File: src/rtl/pic_pkg.sv
// Shared constants for the PIC command-word sequencer:
// FSM encoding and command-word bit positions.
package pic_pkg;

  typedef enum logic [1:0] {
    READY     = 2'd0,
    WAIT_ICW2 = 2'd1,
    WAIT_ICW3 = 2'd2,
    WAIT_ICW4 = 2'd3
  } state_t;

  localparam int BIT_D4   = 4;
  localparam int BIT_D3   = 3;
  localparam int BIT_RR   = 1;
  localparam int BIT_RIS  = 0;
  localparam int BIT_P    = 2;
  localparam int BIT_ESMM = 6;
  localparam int BIT_SMM  = 5;

  localparam int BIT_LTIM = 3;
  localparam int BIT_SNGL = 1;
  localparam int BIT_IC4  = 0;

endpackage

File: src/rtl/write_edge_detect.sv
// One-cycle pulse on each rising edge of a level strobe;
// a held strobe yields a single pulse.
module write_edge_detect (
  input  logic clk,
  input  logic rst_n,
  input  logic level,
  output logic pulse
);

  logic prev;

  always_ff @(posedge clk or negedge rst_n) begin
    if (!rst_n) prev <= 1'b0;
    else        prev <= level;
  end

  assign pulse = level & ~prev;

endmodule

File: src/rtl/icw_sequencer.sv
// ICW1..ICW4 initialisation sequencer with OCW1..OCW3
// decode for an 8259-style interrupt controller.
module icw_sequencer
  import pic_pkg::*;
#(
  parameter logic [7:0] RESET_IMR = 8'hFF
) (
  input  logic       clk,
  input  logic       rst_n,
  input  logic       wr_strobe,
  input  logic       a1,
  input  logic [7:0] data_in,
  output logic       init_done,
  output logic       ltim,
  output logic       single,
  output logic       ic4,
  output logic [4:0] vector_base,
  output logic [7:0] cascade_cfg,
  output logic       upm,
  output logic       aeoi,
  output logic       ms,
  output logic       buf_mode,
  output logic       sfnm,
  output logic [7:0] imr,
  output logic       ocw2_pulse,
  output logic [2:0] ocw2_cmd,
  output logic [2:0] ocw2_level,
  output logic       read_isr,
  output logic       poll_pulse,
  output logic       special_mask
);

  state_t state;
  state_t state_nx;
  logic   ev;
  logic   armed;
  logic   ocw_ok;
  logic   icw1;
  logic   icw_wr;
  logic   ocw1;
  logic   ocw2;
  logic   ocw3;

  write_edge_detect u_edge (
    .clk   (clk),
    .rst_n (rst_n),
    .level (wr_strobe),
    .pulse (ev)
  );

  // armed remembers that an ICW1 has been seen since reset
  assign init_done = armed & (state == READY);
  assign ocw_ok    = init_done;

  assign icw1   = ev & ~a1 & data_in[BIT_D4];
  assign icw_wr = ev & a1 & (state != READY);
  assign ocw1   = ev & a1 & ocw_ok;
  assign ocw2   = ev & ~a1 & ~data_in[BIT_D4]
                & ~data_in[BIT_D3] & ocw_ok;
  assign ocw3   = ev & ~a1 & ~data_in[BIT_D4]
                & data_in[BIT_D3] & ocw_ok;

  always_ff @(posedge clk or negedge rst_n) begin
    if (!rst_n) state <= READY;
    else        state <= state_nx;
  end

  always_comb begin
    state_nx = state;
    if (icw1) begin
      state_nx = WAIT_ICW2;
    end else if (icw_wr) begin
      unique case (state)
        WAIT_ICW2: begin
          if (!single)  state_nx = WAIT_ICW3;
          else if (ic4) state_nx = WAIT_ICW4;
          else          state_nx = READY;
        end
        WAIT_ICW3: state_nx = ic4 ? WAIT_ICW4 : READY;
        WAIT_ICW4: state_nx = READY;
        default:   state_nx = state;
      endcase
    end
  end

  always_ff @(posedge clk or negedge rst_n) begin
    if (!rst_n) begin
      armed        <= 1'b0;
      ltim         <= 1'b0;
      single       <= 1'b0;
      ic4          <= 1'b0;
      vector_base  <= '0;
      cascade_cfg  <= '0;
      upm          <= 1'b0;
      aeoi         <= 1'b0;
      ms           <= 1'b0;
      buf_mode     <= 1'b0;
      sfnm         <= 1'b0;
      imr          <= RESET_IMR;
      ocw2_pulse   <= 1'b0;
      ocw2_cmd     <= '0;
      ocw2_level   <= '0;
      read_isr     <= 1'b0;
      poll_pulse   <= 1'b0;
      special_mask <= 1'b0;
    end else begin
      ocw2_pulse <= ocw2;
      poll_pulse <= ocw3 & data_in[BIT_P];
      if (icw1) begin
        armed        <= 1'b1;
        ltim         <= data_in[BIT_LTIM];
        single       <= data_in[BIT_SNGL];
        ic4          <= data_in[BIT_IC4];
        imr          <= '0;
        read_isr     <= 1'b0;
        special_mask <= 1'b0;
        upm          <= 1'b0;
        aeoi         <= 1'b0;
        ms           <= 1'b0;
        buf_mode     <= 1'b0;
        sfnm         <= 1'b0;
      end
      if (icw_wr) begin
        unique case (state)
          WAIT_ICW2: vector_base <= data_in[7:3];
          WAIT_ICW3: cascade_cfg <= data_in;
          WAIT_ICW4: begin
            upm      <= data_in[0];
            aeoi     <= data_in[1];
            ms       <= data_in[2];
            buf_mode <= data_in[3];
            sfnm     <= data_in[4];
          end
          default: ;
        endcase
      end
      if (ocw1) imr <= data_in;
      if (ocw2) begin
        ocw2_cmd   <= data_in[7:5];
        ocw2_level <= data_in[2:0];
      end
      if (ocw3) begin
        if (data_in[BIT_RR])   read_isr     <= data_in[BIT_RIS];
        if (data_in[BIT_ESMM]) special_mask <= data_in[BIT_SMM];
      end
    end
  end

endmodule

File: config.mk
export PLATFORM = sky130hd
export DESIGN_NAME = icw_sequencer
export DESIGN_NICKNAME = d
export VERILOG_FILES = /design/src/rtl/pic_pkg.sv /design/src/rtl/write_edge_detect.sv /design/src/rtl/icw_sequencer.sv
export SDC_FILE = /design/constraint.sdc
export NUM_CORES = 1
export LEC_CHECK = 0
export CAP_MARGIN = 20
export CORE_MARGIN = 10
export CORE_UTILIZATION = 46
export DETAILED_ROUTE_END_ITERATION = 8
export PLACE_DENSITY = 0.78
export SLEW_MARGIN = 0
export SYNTH_ARGS = -nofsm -noshare
export SYNTH_HDL_FRONTEND = slang
export SYNTH_SLANG_ARGS = --single-unit
File: constraint.sdc
create_clock -name clk -period 1.8 [get_ports clk]
set_input_delay 0.27 -clock clk [delete_from_list [all_inputs] [get_ports clk]]
set_output_delay 0.27 -clock clk [all_outputs]
set_load 0.02 [all_outputs]
==> metrics <==
WL per Instance=19.7 µm; reg2reg start=state[0]; I/O pin count=52; Synth area leaders=dfrtp_1 49%, dfstp_2 12%, mux2_1 8.2%; Final WS setup=about 0.059 ns; Tot GR Track Use=14.7%; synth cell count leaders=35 x dfrtp_1, 13 x a22o_1, 13 x mux2_1; most numerous cell in the Yosys netlist=dfrtp_1; r2r setup slk=slightly below 0.06 ns; port bufs=slightly above 50; max-cap violation count=0; Rows=22; DR iter-0 viols=52; sequential fraction of the synthesis area=61.1%; Hold Slack=between 0.02 and 0.025 ns; ANT nets after route=0; Hold WC Path Type=primary input to asynchronous set/reset pin; pin count of the biggest net entering global routing=33; DRC errors left=0; drt total wl=4700 µm; status=finished clean; cells along the critical path=inv_2 > ha_4 > nand4b_1 > nor3_4 > buf_12 > mux2_2; WP data arrival=1.92 ns; highest clock rate=roughly 0.57 GHz; Avg Inst Size Synth=14.6 µm²; dpl cells=228; number of synthesized flops with an enable pin=0; htree depth=2; TritonCTS sink count=43; Reg clk slew, reported paths=approximately 0.080 ns; antenna violations before repair=0; worst setup path end=ocw2_level[2]; VDD IR-drop max=915 µV; delay of the slowest cell on the worst path=0.42 ns; maximum buffer depth of the clock tree=2; Final Total Pwr=4.08 mW; Max Slew Vio Count=0; Yosys top cell by area=dfrtp_1; Cells after Synth=122; Initial Util=roughly half; Setup Viol. Count Final=0; Die Ht=82.2 µm; die area=6750 µm²; Post-DP HPWL=about 3500 µm; non-filler cells, final=239; worst skew pair latency=0.29 ns; core area=3690 µm²; Setup Skew=0.00478 ns; minimum clock period=roughly 1.7 ns; drt pass-1 iters=4; Slowest-stage cell, CP=dfrtp_1; critical path class=register to register; vias in the first global route=between 1000 and 1500; Required @ worst endpoint=1.97 ns; Fin. Hold Viols=0; #FFs+latches synth=43; PD cells=1600 nW/µm²; # nets final=206; Slew @ Worst Pin=0.716 ns; ANT cells=0; FF-to-FF path depth=6; Root Driver=clkbuf_8; CP startpoint kind=register; RSZ-0062 raised after global routing=true; layout cell share with drive strength beyond 1=a little over a quarter; Worst Setup SP=state[0]; yosys warns=0; crit path max fanout=7; CTS tree=built; Syn Std Cell Area=1780 µm²; Die X-Extent=82.2 µm; Final period util=96.7%; Pleak=~1.1 nW; dominant synthesized flop cell=dfrtp_1; Yosys cell types=32; Via density=5.28; total gr overflow=0; Setup crit end kind=register; top-area cell type share of the netlist area=49.3%; routability congestion estimate=0.743; RR Endpoint=ocw2_level[2]; first-pass GRT wire length=7510 µm; via count=1261; utilization after layout=69.2%; Slew HR=52.3%; pre-CTS worst setup slack=-0.161 ns; FFs w/ async S/R, synth=100%; Area growth syn-to-layout=43.7%; syn_nets=138; Num CTS Buffers=5
[worst max-delay path: cells and delay by family, from the launching register on]
kind          cells  cell delay [ns]
simple gates      2             0.49
fa+ha+maj         1             0.15
buf+inv           2             0.24
mux               1             0.32
flops             1             0.42
[worst min-delay path by stage]
| stage | startpoint | end | slack, ns | cells past startpoint |
|---|---|---|---|---|
| 2_1_floorplan | rst_n | aeoi | -0.03 | 0 |
| 3_3_place_gp | rst_n | cascade_cfg[0] | 0.34 | 1 |
| 3_5_place_dp | rst_n | cascade_cfg[1] | 0.36 | 1 |
| 4_1_cts | rst_n | sfnm | 0.04 | 1 |
| 5_1_grt | rst_n | aeoi | 0.07 | 1 |
| 6_report | rst_n | cascade_cfg[1] | 0.02 | 1 |
[per-layer routing]
layer	track usage (%)	vias to the layer above	part of all wire (%)
li1	-	581	-
met1	17.0	645	39
met2	25.5	30	54
met3	4.43	5	6.0
met4	5.10	0	0.92
met5	0	-	0
[sequential cells by signal (all words and copies together), names as in the netlist, 2 cells and up]
| name | flops |
|---|---|
| vector_base | 5 |
| imr | 8 |
| state | 2 |
| ocw2_level | 3 |
| cascade_cfg | 8 |
| ocw2_cmd | 3 |
[kinds of logic (layout without fill, tap and decap cells)]
kind of cell,count (synthesis),after routing,share of synthesized area [%]
simple gates,26,26,10.6
flops,43,43,61.1
mux,24,24,15.2
buf+inv,5,74,1.20
fa+ha+maj,4,4,2.82
compound gates,20,20,9.01
[where the power goes]
part,leakage [nW],switching [mW],internal [mW],total [mW]
combinational,0.552,0.896,0.957,1.85
sequential,0.536,0.206,1.36,1.57
clock,0.0515,0.310,0.350,0.660
[stage by stage]
step | setup TNS [ns] | instance area [µm²]
floorplan | 0 | 1780
global placement | -0.797 | 2420
detailed placement | -2.87 | 2420
CTS | 0 | 2520
global route | -0.155 | 2550
finish | 0 | 2550
[cell type report]
| class | instances | area, µm² |
|---|---|---|
| clock buffer | 8 | 100 |
| fill | 283 | 1130 |
| inverter | 2 | 7.51 |
| multi-input combinational | 74 | 686 |
| sequential | 43 | 1090 |
| tap | 48 | 60.1 |
| timing repair buffer | 64 | 614 |
[cell usage in the layout, fill, tap and decap left out, types with 2 or more instances in the layout]
master           count
a21oi_1              2
a22o_1              13
and2_1               2
buf_4               12
clkbuf_8             7
clkdlybuf4s50_1     49
dfrtp_1             35
dfstp_2              8
ha_1                 3
inv_2                2
mux2_1              13
mux2_2              10
nand4_1              2
nor2_1               3
nor2b_1              3
o2111ai_1            2
o21ai_0              2
or2_2                2
[timing repair]
item,in CTS,in global routing
resized for setup,2,4
endpoints found under the setup margin,7,31
hold buffers,0,0
buffers inserted,0,3
pin swaps,2,3
(Power assumes the default switching activity.)
